[src/rtl/mem_port_arbiter.sv]
// Two-port (fetch/data) arbiter onto one single-ported memory.
// Optional wait counters: define ARB_PERF_CNT_EN.
module mem_port_arbiter #(
  parameter int unsigned MEM_LATENCY = 1
) (
  input  logic        clk,
  input  logic        rst,
  input  logic        start,
  input  logic        if_req,
  input  logic [31:0] if_addr,
  output logic        if_ready,
  output logic [31:0] if_rdata,
  input  logic        dm_req,
  input  logic        dm_we,
  input  logic [31:0] dm_addr,
  input  logic [31:0] dm_wdata,
  output logic        dm_ready,
  output logic [31:0] dm_rdata,
  output logic        mem_en,
  output logic        mem_we,
  output logic [31:0] mem_addr,
  output logic [31:0] mem_wdata,
  input  logic [31:0] mem_rdata,
  output logic        busy
`ifdef ARB_PERF_CNT_EN
  ,
  output logic [31:0] fetch_wait_cnt,
  output logic [31:0] data_wait_cnt
`endif
);

  typedef enum logic [1:0] {
    HALT,
    ARB,
    ACCESS,
    RESP
  } state_t;

  localparam logic [3:0] CNT_INIT = 4'(MEM_LATENCY - 1);

  state_t      state;
  state_t      state_nxt;
  logic [3:0]  cnt;
  logic        grant_q;
  logic        last_grant;
  logic        we_q;
  logic [31:0] addr_q;
  logic [31:0] wdata_q;
  logic [31:0] if_rdata_q;
  logic [31:0] dm_rdata_q;
  logic        pick_data;
  logic        grant_fire;
  logic        done;

  // Data wins a tie unless the previous grant went to data.
  assign pick_data = dm_req & (~if_req | ~last_grant);

  // State register.
  always_ff @(posedge clk or negedge rst) begin
    if (!rst) begin
      state <= HALT;
    end else begin
      state <= state_nxt;
    end
  end

  // Next-state and port strobes.
  always_comb begin
    state_nxt  = state;
    grant_fire = 1'b0;
    done       = 1'b0;
    mem_en     = 1'b0;
    mem_we     = 1'b0;
    if_ready   = 1'b0;
    dm_ready   = 1'b0;
    busy       = 1'b0;
    unique case (state)
      HALT: begin
        if (start) state_nxt = ARB;
      end
      ARB: begin
        if (!start) begin
          state_nxt = HALT;
        end else if (if_req | dm_req) begin
          grant_fire = 1'b1;
          state_nxt  = ACCESS;
        end
      end
      ACCESS: begin
        mem_en = 1'b1;
        mem_we = we_q;
        busy   = 1'b1;
        if (cnt == 4'd0) begin
          done      = 1'b1;
          state_nxt = RESP;
        end
      end
      RESP: begin
        busy      = 1'b1;
        if_ready  = ~grant_q;
        dm_ready  = grant_q;
        state_nxt = start ? ARB : HALT;
      end
      default: state_nxt = HALT;
    endcase
  end

  // Grant latch, latency countdown and read-data capture.
  always_ff @(posedge clk or negedge rst) begin
    if (!rst) begin
      cnt        <= '0;
      grant_q    <= 1'b0;
      last_grant <= 1'b0;
      we_q       <= 1'b0;
      addr_q     <= '0;
      wdata_q    <= '0;
      if_rdata_q <= '0;
      dm_rdata_q <= '0;
    end else begin
      if (grant_fire) begin
        grant_q    <= pick_data;
        last_grant <= pick_data;
        we_q       <= pick_data & dm_we;
        addr_q     <= pick_data ? dm_addr : if_addr;
        wdata_q    <= pick_data ? dm_wdata : '0;
        cnt        <= CNT_INIT;
      end else if (state == ACCESS && cnt != 4'd0) begin
        cnt <= cnt - 4'd1;
      end
      if (done) begin
        if (!grant_q) if_rdata_q <= mem_rdata;
        if (grant_q && !we_q) dm_rdata_q <= mem_rdata;
      end
    end
  end

  assign mem_addr  = addr_q;
  assign mem_wdata = wdata_q;
  assign if_rdata  = if_rdata_q;
  assign dm_rdata  = dm_rdata_q;

`ifdef ARB_PERF_CNT_EN
  logic fetch_resp;
  logic data_resp;

  assign fetch_resp = (state == RESP) & ~grant_q;
  assign data_resp  = (state == RESP) & grant_q;

  // Saturating count of cycles each requester waits.
  always_ff @(posedge clk or negedge rst) begin
    if (!rst) begin
      fetch_wait_cnt <= '0;
      data_wait_cnt  <= '0;
    end else begin
      if (if_req && !fetch_resp && fetch_wait_cnt != '1)
        fetch_wait_cnt <= fetch_wait_cnt + 32'd1;
      if (dm_req && !data_resp && data_wait_cnt != '1)
        data_wait_cnt <= data_wait_cnt + 32'd1;
    end
  end
`endif

endmodule

[config.mk]
export PLATFORM = sky130hd
export DESIGN_NAME = mem_port_arbiter
export DESIGN_NICKNAME = d
export VERILOG_FILES = /design/src/rtl/mem_port_arbiter.sv
export SDC_FILE = /design/constraint.sdc
export NUM_CORES = 1
export LEC_CHECK = 0
export BUFFER_PORTS_ARGS = -buffer_cell sky130_fd_sc_hd__buf_4
export CAP_MARGIN = 20
export CELL_PAD_IN_SITES_DETAIL_PLACEMENT = 0
export CELL_PAD_IN_SITES_GLOBAL_PLACEMENT = 1
export CORE_ASPECT_RATIO = 0.6
export CORE_MARGIN = 2
export CORE_UTILIZATION = 32
export DETAILED_ROUTE_END_ITERATION = 8
export PLACE_DENSITY = 0.84
export SLEW_MARGIN = 20
export SYNTH_ARGS = -nofsm -noshare
export SYNTH_HDL_FRONTEND = slang
export SYNTH_SLANG_ARGS = --single-unit
[constraint.sdc]
create_clock -name clk -period 1.8 [get_ports clk]
set_input_delay 0.09 -clock clk [delete_from_list [all_inputs] [get_ports clk]]
set_output_delay 0.09 -clock clk [all_outputs]
set_load 0.03 [all_outputs]
==> Yosys cells after proc, flatten, opt, wreduce, memory -nomap -nowiden <==
Cells that the tools add are included.
{ "classes": {"reduce_logical": 11, "mux": 20, "add_sub_neg": 1, "n_eq_ne": 6, "bitwise": 6} }
{ "ops": {"columns": ["op", "count"], "rows": [
  ["$mux 32", 2],
  ["$mux 1", 11],
  ["$mux 2", 4],
  ["$mux 4", 2],
  ["$pmux 2 s4", 1],
  ["$eq 2x2->1 const B", 2],
  ["$logic_not 4->1", 1],
  ["$ne 2x2->1 const B", 2],
  ["$reduce_and 2->1", 2],
  ["$reduce_bool 4->1", 1],
  ["$sub 4x1->4 const B", 1],
  ["$ne 3x3->1 const B", 1],
  ["$reduce_and 3->1", 1],
  ["$and 1x1->1", 2],
  ["$eq 2x1->1 const B", 1],
  ["$logic_and 1x1->1", 2],
  ["$logic_not 2->1", 1],
  ["$not 1->1", 2],
  ["$or 1x1->1", 2],
  ["$reduce_bool 2->1", 1],
  ["$reduce_or 2->1", 1],
  ["$logic_not 1->1", 1]
]} }
{ "totals": {"ff_bits": 136, "output_inout_bits": 133, "elab_cells": 52, "in_bits": 134} }

==> Longest topological paths before layout <==
Gate-level depths: netlist (run 1).
{ "depth": {"ltp_word": 5, "depth_mapped": 6, "depth_no_buf": 5} }

==> Worst setup path before layout (run 1) <==
No wires, ideal clock.
{ "synth_timing": {"kind": "reg2reg", "start": "reg cnt[0]", "end": "reg if_rdata_q[10] (netlist: if_rdata[10])", "t_arrival_ns": 1.720, "t_required_ns": 1.675, "setup_slack_ns": -0.045, "setup_time_ns": 0.125, "stages_incl_launch_ff": 7, "synth_period_minus_slack_ns": 1.845, "path_cell_list": "dfrtp_1 -> inv_1 -> ha_1 -> nor3b_4 -> nor3b_4 -> buf_6 -> mux2_2"} }
{ "synth_between": {"elab_chain_len": 4} }
{ "synth_lines": {"columns": ["element", "line", "text"], "rows": [
  ["from (decl)", "43", "logic [3:0] cnt;"],
  ["from (signal assigned)", "128", "cnt <= cnt - 4'd1;"],
  ["$logic_not 4->1", "93", "if (cnt == 4'd0) begin"],
  ["$mux 1", "93", null],
  ["$mux 1", "77", "unique case (state)"],
  ["$reduce_and 2->1 (no source line)", null, null],
  ["to (signal assigned)", "131", "if (!grant_q) if_rdata_q <= mem_rdata;"],
  ["to (decl)", "49", "logic [31:0] if_rdata_q;"]
]} }
No other way between the ends.
A chain may end at the register's enable or synchronous reset.

==> Worst setup path in the final report (run 1) <==
{ "layout_timing": {"start": "reg cnt[1]", "end": "reg if_rdata_q[31] (netlist: if_rdata[31])"} }
Same word-level chain as after synthesis.

==> metrics, run 1 <==
outcome=finished clean; clock latency on the worst-skew pair=0.41 ns; CP max stage cell=dfrtp_1; CTS tree=done; Hold Startpoint=dm_addr[4]; Routed WL=17,100 um; Seq/Total Area, Yosys=60.3%; Layout area overhead=70.1%; Mapped Area=5640 sq um; clock power share=19.4%; pwr dens=1850 nW/um^2; WL per Instance=17.0 um; row count=37; CTS clk-pin slew, worst paths=0.06 ns; Initial Util=32.8%; max incr delay on CP=0.40 ns; fmax=562 MHz; top cells by area, synth=dfrtp_1 (60%), mux2_2 (13%), mux2i_1 (5.9%); post-synth top area share=60.3%; Clock Path Buffers=2; Worst Clk Skew=0.0144 ns; dpl hpwl=11,200 um; largest net degree at the start of global routing=53; TritonCTS Sinks=136; vias in the first global route=5,104; first-pass GRT wire length=26,200 um; ANT cells=0; post-synthesis register bit count=136; initial antenna violation count=0; die width=175 um; Max Slew Vio Count=0; combinational power share=49.5%; Post-Place Worst Slack=-0.0178 ns; crit path time final=1.78 ns; gpl congestion=0.775; CP top delay family=flip-flops; Netlist cell types=30; internal power=10.4 mW; Max-Slew Margin vs Limit=74.2%; cts bufs inserted=17; Final Cell Area=9600 sq um; H-Tree Depth=4; GRT Residual Overflow=0; final worst-path setup slack=0.0220 ns; max-cap violations=0; Hold Path Class=input port to flop; DR pass1 iterations=4; Total GRT Usage=17.7%; Worst Path Arrival=2.06 ns; Core Util, Final=55.7%; DR vias=4,700; 1st-iter DRT viols=166; synthesized area per cell=14.2 sq um; ys async rst share=100%; total core area=17,200 sq um; kind of critical path=flop to flop; vias per cell=4.68; Hold Vio Cnt, Final=0; sw power=7.32 mW; CP bufs+invs=3; number of synthesized flops with an enable pin=0; unrepaired setup endpoints after global routing=true; CP Capture Type=flop; cell mode on critical path=nor3b_4; period utilization=98.8%; Slew @ Worst Pin=0.388 ns; CP Max Fanout=8; DRT antenna net count=0; fraction of layout cells with a size suffix above 1=50.8%; warning count from the yosys run=0; placed cell areas=7970 sq um; DIE AREA=18,700 sq um; Critical path origin=cnt[1]; Leak Pwr=4.65 nW; # DRC=0; sw frac=41.3%; origin of the critical flop-to-flop path=cnt[1]; syn nets=532; io pins=267; Top FF cell, synth=dfrtp_1; Setup-failing EPs final=0; number of cells after detailed placement=879; Mapped Cells=396; Hold Slack=0.0184 ns; Post-Layout Cell Count=1,005; peak supply drop=1170 uV; Die H=107 um; Post-layout nets=894; # port buffers=266; sequence of cells on the critical path=inv_2 > ha_4 > nor3b_4 > nor3b_4 > buf_6 > buf_12 > mux2_2; CP Launch Type=flop; register share of total power=31.1%; Critical Path RT=2.08 ns; root buffer cell=clkbuf_16; biggest area consumer among synthesized cells=dfrtp_1
==> power by group through the flow <==
stage / clock network, mW / logic [mW] / registers, mW
after floorplan: 0 / 2.17 / 8.24
after global placement: 0 / 8.23 / 5.45
after detailed placement: 0 / 8.38 / 5.49
after CTS: 3.54 / 8.51 / 5.49
after global routing: 3.67 / 9.19 / 5.69
final: 3.43 / 8.78 / 5.52
==> synthesized netlist by cell type, drive strengths merged, types with 2 or more instances <==
cell	count
dfrtp	136
mux2	64
a22o	33
mux2i	33
nand2b	33
a2bb2oi	32
buf	19
clkbuf	10
o21ai	6
a21oi	4
nor2	4
inv	3
nor3b	3
or3	3
ha	2
nand2	2
==> stage by stage <==
step,power (mW),TNS [ns]
3_3_place_gp,13.7,0
4_1_cts,17.6,-0.337
3_5_place_dp,13.9,-0.165
2_1_floorplan,10.4,-1.35
6_report,17.7,0
5_1_grt,18.6,-1.80
==> cells by family after synthesis <==
group	after synthesis	synth area share (%)
AND/OR/NAND/NOR	51	6.14
buffers and inverters	32	3.02
AO/OA/AOI/OAI	78	11.5
multiplexers	97	18.6
adder cells (fa/ha/maj)	2	0.443
flip-flops	136	60.3
==> cell type report <==
class                   count  area, sq um
multi-input cells         228         2150
clock inverters            15          156
flip-flops and latches    136         3400
fillers                  1423         7620
inverters                   3         11.3
clock buffers              17          425
well taps                 234          293
repair buffers            372         3160
==> layer usage <==
layer / vias to the layer above / part of all wire, % / global-route usage, %
met3: 22 / 6.5 / 4.68
li1: 2181 / - / -
met2: 188 / 49 / 30.5
met5: - / 0 / 0
met1: 2309 / 43 / 21.7
met4: 0 / 1.4 / 6.02
==> sequential cells by signal, indices dropped and copies added, names as in the netlist, named ones only <==
signal,count
cnt,4
mem_wdata,32
last_grant,1
mem_addr,32
dm_rdata,32
we_q,1
if_rdata,32
state,1
==> worst register-to-register path, stage by stage (launching register included) <==
cell     delay, ns
dfrtp_1       0.40
inv_2         0.09
ha_4          0.13
nor3b_4       0.18
nor3b_4       0.21
buf_6         0.17
buf_12        0.15
mux2_2        0.35
==> worst paths after layout <==
path / endpoint / slack, ns / depth (start not counted)
min in group asynchronous: if_rdata[3] / 0.17 / 2
max in group asynchronous: mem_wdata[28] / 1.00 / 3
worst min-delay path: mem_addr[4] / 0.02 / 3
worst max-delay path: if_rdata[31] / 0.02 / 7
worst min register to register: mem_wdata[29] / 0.50 / 1
worst max register to register: if_rdata[31] / 0.02 / 7
==> cell usage in the layout (no fill, tap or decap), types with 2 or more instances in the layout <==
cell type / instances
nor2_1: 2
nand2b_1: 33
clkbuf_16: 19
mux2i_1: 33
a21oi_1: 4
a2bb2oi_1: 32
inv_2: 2
inv_6: 3
dlygate4sd3_1: 86
buf_12: 8
dfrtp_1: 136
buf_6: 2
a22o_1: 33
inv_8: 5
buf_4: 273
mux2_2: 46
clkinvlp_4: 4
nor2_2: 2
nand2_1: 2
nor3b_4: 2
o21ai_0: 5
or3_1: 3
mux2_4: 18
==> repair_timing <==
item,CTS,global route
gates resized for setup,0,24
hold buffers,85,1
gates cloned,0,3
hold endpoints to repair,253,2
endpoints found under the setup margin,27,64
setup buffers,0,5
(Power assumes the default switching activity.)
==> run 2, diff against run 1 <==
--- a/config.mk
+++ b/config.mk
@@ -11,9 +11,10 @@
 export CELL_PAD_IN_SITES_GLOBAL_PLACEMENT = 1
 export CORE_ASPECT_RATIO = 0.6
 export CORE_MARGIN = 2
-export CORE_UTILIZATION = 32
+export CORE_UTILIZATION = 37
+export CTS_BUF_LIST = sky130_fd_sc_hd__clkbuf_8
 export DETAILED_ROUTE_END_ITERATION = 8
-export PLACE_DENSITY = 0.84
+export PLACE_DENSITY = 0.91
 export SLEW_MARGIN = 20
 export SYNTH_ARGS = -nofsm -noshare
 export SYNTH_HDL_FRONTEND = slang
==> constraint.sdc (replaced) <==
create_clock -name clk -period 2.03 [get_ports clk]
set_input_delay 0.1015 -clock clk [delete_from_list [all_inputs] [get_ports clk]]
set_output_delay 0.1015 -clock clk [all_outputs]
set_load 0.03 [all_outputs]
==> metrics, run 2 (synthesis gave the netlist of run 1 again) <==
outcome=finished clean; period utilization=92.2% (-6.6 points); Post-Place Worst Slack=0.169 ns (+0.187 ns); largest net degree at the start of global routing=55 (+3.8%); WHS Endpoint=mem_addr[2]; sw power=6.22 mW (-15%); r2r endpoint=if_rdata[9]; Final Cell Area=9150 sq um (-4.7%); multi-input gate area in the final layout=2070 sq um (-3.7%); WL per Instance=17.1 um (+0.40%); vias per cell=4.83 (+3.3%); storage element area=3400 sq um (unchanged); Critical Path RT=2.33 ns (+0.25 ns); kind of critical path=flop to flop; io pins=267 (unchanged); final worst-path setup slack=0.158 ns (+0.136 ns); ANT cells=0 (unchanged); Hold Startpoint=dm_addr[2]; Clock Path Buffers=2 (unchanged); clock latency on the worst-skew pair=0.42 ns (about the same); CP Capture Type=flop; CTS clk-pin slew, worst paths=0.08 ns (+0.02 ns); number of cells after detailed placement=843 (-4.1%); H-Tree Depth=4 (unchanged); Setup-failing EPs final=0 (unchanged); most frequent cells in the layout=buf_4 (273), dfrtp_1 (136), dlygate4sd3_1 (89); gpl congestion=0.820 (+5.8%); GRT Residual Overflow=0 (unchanged); internal power=8.30 mW (-20%); DIE AREA=16,300 sq um (-13%); number of setup buffers added after CTS=0 (unchanged); Die H=99.7 um (-6.7%); clock power share=14.9% (-4.5 points); CP Launch Type=flop; crit path time final=1.87 ns (+0.0936 ns); die width=163 um (-6.8%); origin of the critical flop-to-flop path=cnt[0]; cts bufs inserted=17 (unchanged); hold buffer count at cts=89 (+4.7%); peak supply drop=981 uV (-16%); Core Util, Final=62.3% (+6.6 points); Worst Path Arrival=2.17 ns (+0.11 ns); unrepaired setup endpoints after global routing=false; DR pass1 iterations=5 (+1); TritonCTS Sinks=136 (unchanged); CTS tree=done; Post-layout nets=889 (-0.56%); Leak Pwr=4.43 nW (-4.6%); sw frac=42.9% (+1.6 points); placed cell areas=7880 sq um (-1.2%); register share of total power=33.5% (+2.4 points); max-cap violations=0 (unchanged); 1st-iter DRT viols=180 (+8.4%); # DRC=0 (unchanged); Total GRT Usage=20.6% (+2.9 points); pwr dens=1590 nW/um^2 (-14%); worst reg2reg path depth=6 (-1); register-to-register setup slack=0.16 ns (+0.14 ns); Max Slew Vio Count=0 (unchanged); fillcell total=1,124 (-21%); root buffer cell=clkbuf_8; Hold Path Stages=3 (unchanged); # port buffers=266 (unchanged); fmax=534 MHz (-5.0%); first-pass GRT wire length=26,200 um (+0.26%); initial antenna violation count=0 (unchanged); fraction of layout cells with a size suffix above 1=49.7% (-1.2 points); vias in the first global route=5,144 (+0.78%); Post-Layout Cell Count=963 (-4.2%); DR vias=4,654 (-0.98%); Initial Util=38.4% (+5.7 points); Max-Slew Margin vs Limit=65.7% (-8.4 points); dpl hpwl=11,200 um (-0.18%); combinational power share=51.7% (+2.2 points); cts repair resizes=0 (unchanged); total core area=14,700 sq um (-15%); row count=34 (-8.1%); CP Max Fanout=32 (+24); Worst Clk Skew=0.0134 ns (-0.00103 ns); commonest non-fill, non-tap cell in the layout=buf_4; Routed WL=16,500 um (-3.8%); Slew @ Worst Pin=0.514 ns (+0.126 ns); DRT antenna net count=0 (unchanged); Hold Path Class=input port to flop; Layout area overhead=62.2%; Hold Vio Cnt, Final=0 (unchanged); setup_tns=0 ns (unchanged)
==> run 2: changes by cell type in the layout (fill, tap and decap cells not counted), moves of 2 or more <==
| cell | before | now |
|---|---|---|
| inv_1 | 1 | 3 |
| inv_6 | 3 | 5 |
| clkbuf_16 | 19 | 0 |
| inv_2 | 2 | 0 |
| buf_12 | 8 | 4 |
| inv_8 | 5 | 2 |
| mux2_2 | 46 | 64 |
| mux2_4 | 18 | 0 |
| clkbuf_8 | 0 | 18 |
| dlygate4sd3_1 | 86 | 89 |
==> run 2: area by class of cell <==
| type | instances | area share (%) |
|---|---|---|
| sequential | 136 | 37.2 |
| tap | 198 | 2.71 |
| multi-input combinational | 228 | 22.6 |
| inverter | 3 | 0.123 |
| clock buffer | 18 | 2.71 |
| timing repair buffer | 367 | 33.1 |
| clock inverter | 13 | 1.49 |
==> run 2: critical path, cell delays in order (launching register included) <==
cell	delay (ns)
dfrtp_1	0.41
inv_1	0.10
ha_1	0.17
nor3b_4	0.23
nor3b_4	0.25
buf_12	0.24
mux2_2	0.36
==> run 2: worst max-delay path by stage <==
stage	start	end	slack, ns	depth (start not counted)
floorplan	cnt[0]	if_rdata[10]	0.18	6
global route	cnt[0]	if_rdata[9]	0.06	6
global placement	cnt[0]	if_rdata[11]	0.23	6
detailed placement	cnt[0]	if_rdata[9]	0.17	6
CTS	cnt[0]	if_rdata[9]	0.17	6
finish	cnt[0]	if_rdata[9]	0.16	6
==> run 2: layer usage <==
layer	GRT usage (%)	part of all wire, %	up-vias
met1	23.8	40	2299
li1	-	-	2157
met3	5.84	7.6	23
met4	6.67	1.6	0
met2	37.1	50	175
met5	0	0	-
==> run 2: per-stage QoR <==
step	hold WS [ns]	total power, mW
2_1_floorplan	-0.194	9.23
3_3_place_gp	0.0692	12.1
3_5_place_dp	0.0842	12.3
4_1_cts	0.00157	14.6
5_1_grt	0.0190	15.3
6_report	0.0262	14.5
==> run 2: power by group through the flow <==
| stage | combinational [mW] | sequential, mW | clock (mW) |
|---|---|---|---|
| 6_report | 7.50 | 4.86 | 2.16 |
| 5_1_grt | 7.87 | 5.02 | 2.37 |
| 4_1_cts | 7.52 | 4.84 | 2.25 |
| 3_5_place_dp | 7.39 | 4.86 | 0 |
| 3_3_place_gp | 7.26 | 4.80 | 0 |
| 2_1_floorplan | 1.92 | 7.30 | 0 |
==> run 3, diff against run 2 <==
--- a/config.mk
+++ b/config.mk
@@ -9,7 +9,6 @@
 export CAP_MARGIN = 20
 export CELL_PAD_IN_SITES_DETAIL_PLACEMENT = 0
 export CELL_PAD_IN_SITES_GLOBAL_PLACEMENT = 1
-export CORE_ASPECT_RATIO = 0.6
 export CORE_MARGIN = 2
 export CORE_UTILIZATION = 37
 export CTS_BUF_LIST = sky130_fd_sc_hd__clkbuf_8
==> metrics, run 3 (synthesis gave the netlist of run 1 again) <==
Max Slew Vio Count=0 (unchanged); unrepaired setup endpoints after global routing=false; commonest non-fill, non-tap cell in the layout=buf_4; Max-Slew Margin vs Limit=68.7% (+3.0 points); Worst Path Arrival=2.19 ns (+0.02 ns); Leak Pwr=4.47 nW (+0.93%); total core area=15,000 sq um (+2.4%); Total GRT Usage=20.1% (-0.52 points); Slew @ Worst Pin=0.469 ns (-0.0445 ns); DR pass1 iterations=4 (-1); Post-layout nets=896 (+0.79%); initial antenna violation count=0 (unchanged); row count=45 (+32%); CTS tree=done; die width=127 um (-22%); fraction of layout cells with a size suffix above 1=48.8% (-0.84 points); WL per Instance=16.8 um (-1.5%); outcome=finished clean; DIE AREA=16,300 sq um (-0.20%); Hold Slack=0.0321 ns (+0.00588 ns); root buffer cell=clkbuf_8; Initial Util=37.5% (-0.91 points); ANT cells=0 (unchanged); max-cap violations=0 (unchanged); DR vias=4,648 (-0.13%); crit path time final=1.87 ns (+0.0000680 ns); gpl congestion=0.799 (-2.5%); TritonCTS Sinks=136 (unchanged); placed cell areas=7860 sq um (-0.25%); fmax=534 MHz (about the same); vias in the first global route=5,080 (-1.2%); CP Max Fanout=32 (unchanged); cts bufs inserted=17 (unchanged); Setup-failing EPs final=0 (unchanged); # DRC=0 (unchanged); dpl hpwl=10,500 um (-6.3%); Routed WL=16,200 um (-1.8%); largest net degree at the start of global routing=86 (+56%); first-pass GRT wire length=25,600 um (-2.7%); Hold Path Class=input port to flop; H-Tree Depth=4 (unchanged); DRT antenna net count=0 (unchanged); Clock Path Buffers=2 (unchanged); clock latency on the worst-skew pair=0.44 ns (+0.02 ns); most frequent cells in the layout=buf_4 (272), dfrtp_1 (136), dlygate4sd3_1 (97); period utilization=92.2% (about the same); 1st-iter DRT viols=246 (+37%); Die H=127 um (+28%); peak supply drop=906 uV (-7.7%); Hold Vio Cnt, Final=0 (unchanged); fillcell total=1,169 (+4.0%); Final Cell Area=9190 sq um (+0.48%); io pins=267 (unchanged); CP Capture Type=flop; setup_tns=0 ns (unchanged); Worst Clk Skew=0.00923 ns (-0.00419 ns); GRT Residual Overflow=0 (unchanged); pwr dens=1570 nW/um^2 (-1.4%); CTS clk-pin slew, worst paths=0.07 ns (about the same); kind of critical path=flop to flop; Critical Path RT=2.35 ns (+0.02 ns); Layout area overhead=62.9%; vias per cell=4.84 (+0.18%); # port buffers=266 (unchanged); CP Launch Type=flop
run 3: cell types whose count changed in the layout (fill, tap and decap cells not counted):
cell and change:
inv_6 -5, inv_8 -2, clkinvlp_4 -2, dlygate4sd3_1 +8, clkbuf_8 +3, inv_1 +2, clkinv_4 -1, buf_4 -1
clkinv_2 +5
run 3: timing repair:
item | in CTS | in global routing
hold buffers | 97 | 0
resized for setup | 0 | 0
buffers inserted | 0 | 0
hold endpoints to repair | 264 | 0
run 3: layer usage:
layer	up-vias	GRT usage (%)	wire [um]
met5	-	0	0
li1	2168	-	-
met2	180	36.9	8610
met4	0	7.37	353
met1	2269	21.6	6130
met3	31	6.45	1060
run 3: layout make-up:
class / instances / area [sq um] / area share (%)
Sequential cell: 136 / 3400 / 37.0
Tap cell: 188 / 235 / 2.56
Multi-Input combinational cell: 228 / 2070 / 22.5
Clock inverter: 10 / 78.8 / 0.857
Timing Repair Buffer: 374 / 3100 / 33.8
Inverter: 3 / 11.3 / 0.122
Clock buffer: 21 / 289 / 3.14
run 3: worst max-delay path, stage by stage, from the launching register on:
cell and delay, ns:
dfrtp_1 0.40, inv_1 0.08, ha_1 0.17, nor3b_4 0.23, nor3b_4 0.25, buf_12 0.23
mux2_2 0.36
run 3: worst paths after layout:
| path | start | cells after the start | endpoint | slack, ns |
|---|---|---|---|---|
| setup / recovery | cnt[0] | 6 | if_rdata[5] | 0.16 |
| hold / removal | dm_addr[27] | 3 | mem_addr[27] | 0.03 |
| setup reg to reg | cnt[0] | 6 | if_rdata[5] | 0.16 |
| hold reg to reg | mem_wdata[21] | 1 | mem_wdata[21] | 0.51 |
| max in group asynchronous | rst | 3 | if_rdata[15] | 1.19 |
| min in group asynchronous | rst | 2 | mem_addr[27] | 0.09 |
run 3: where the power goes:
part / total [mW] / switching, mW / internal (mW)
Combinational: 7.50 / 4.26 / 3.24
Sequential: 4.86 / 0.821 / 4.04
Clock: 2.04 / 0.967 / 1.07
run 3: per-stage QoR:
| step | setup WS (ns) | power [mW] | instances | utilization [%] |
|---|---|---|---|---|
| after floorplan | 0.185 | 9.23 | 396 | - |
| after global placement | 0.222 | 12.0 | 832 | 52.3 |
| after detailed placement | 0.163 | 12.2 | 832 | 52.3 |
| after CTS | 0.147 | 14.5 | 960 | 61.2 |
| after global routing | 0.0317 | 15.1 | 960 | 61.2 |
| final | 0.158 | 14.4 | 960 | 61.2 |
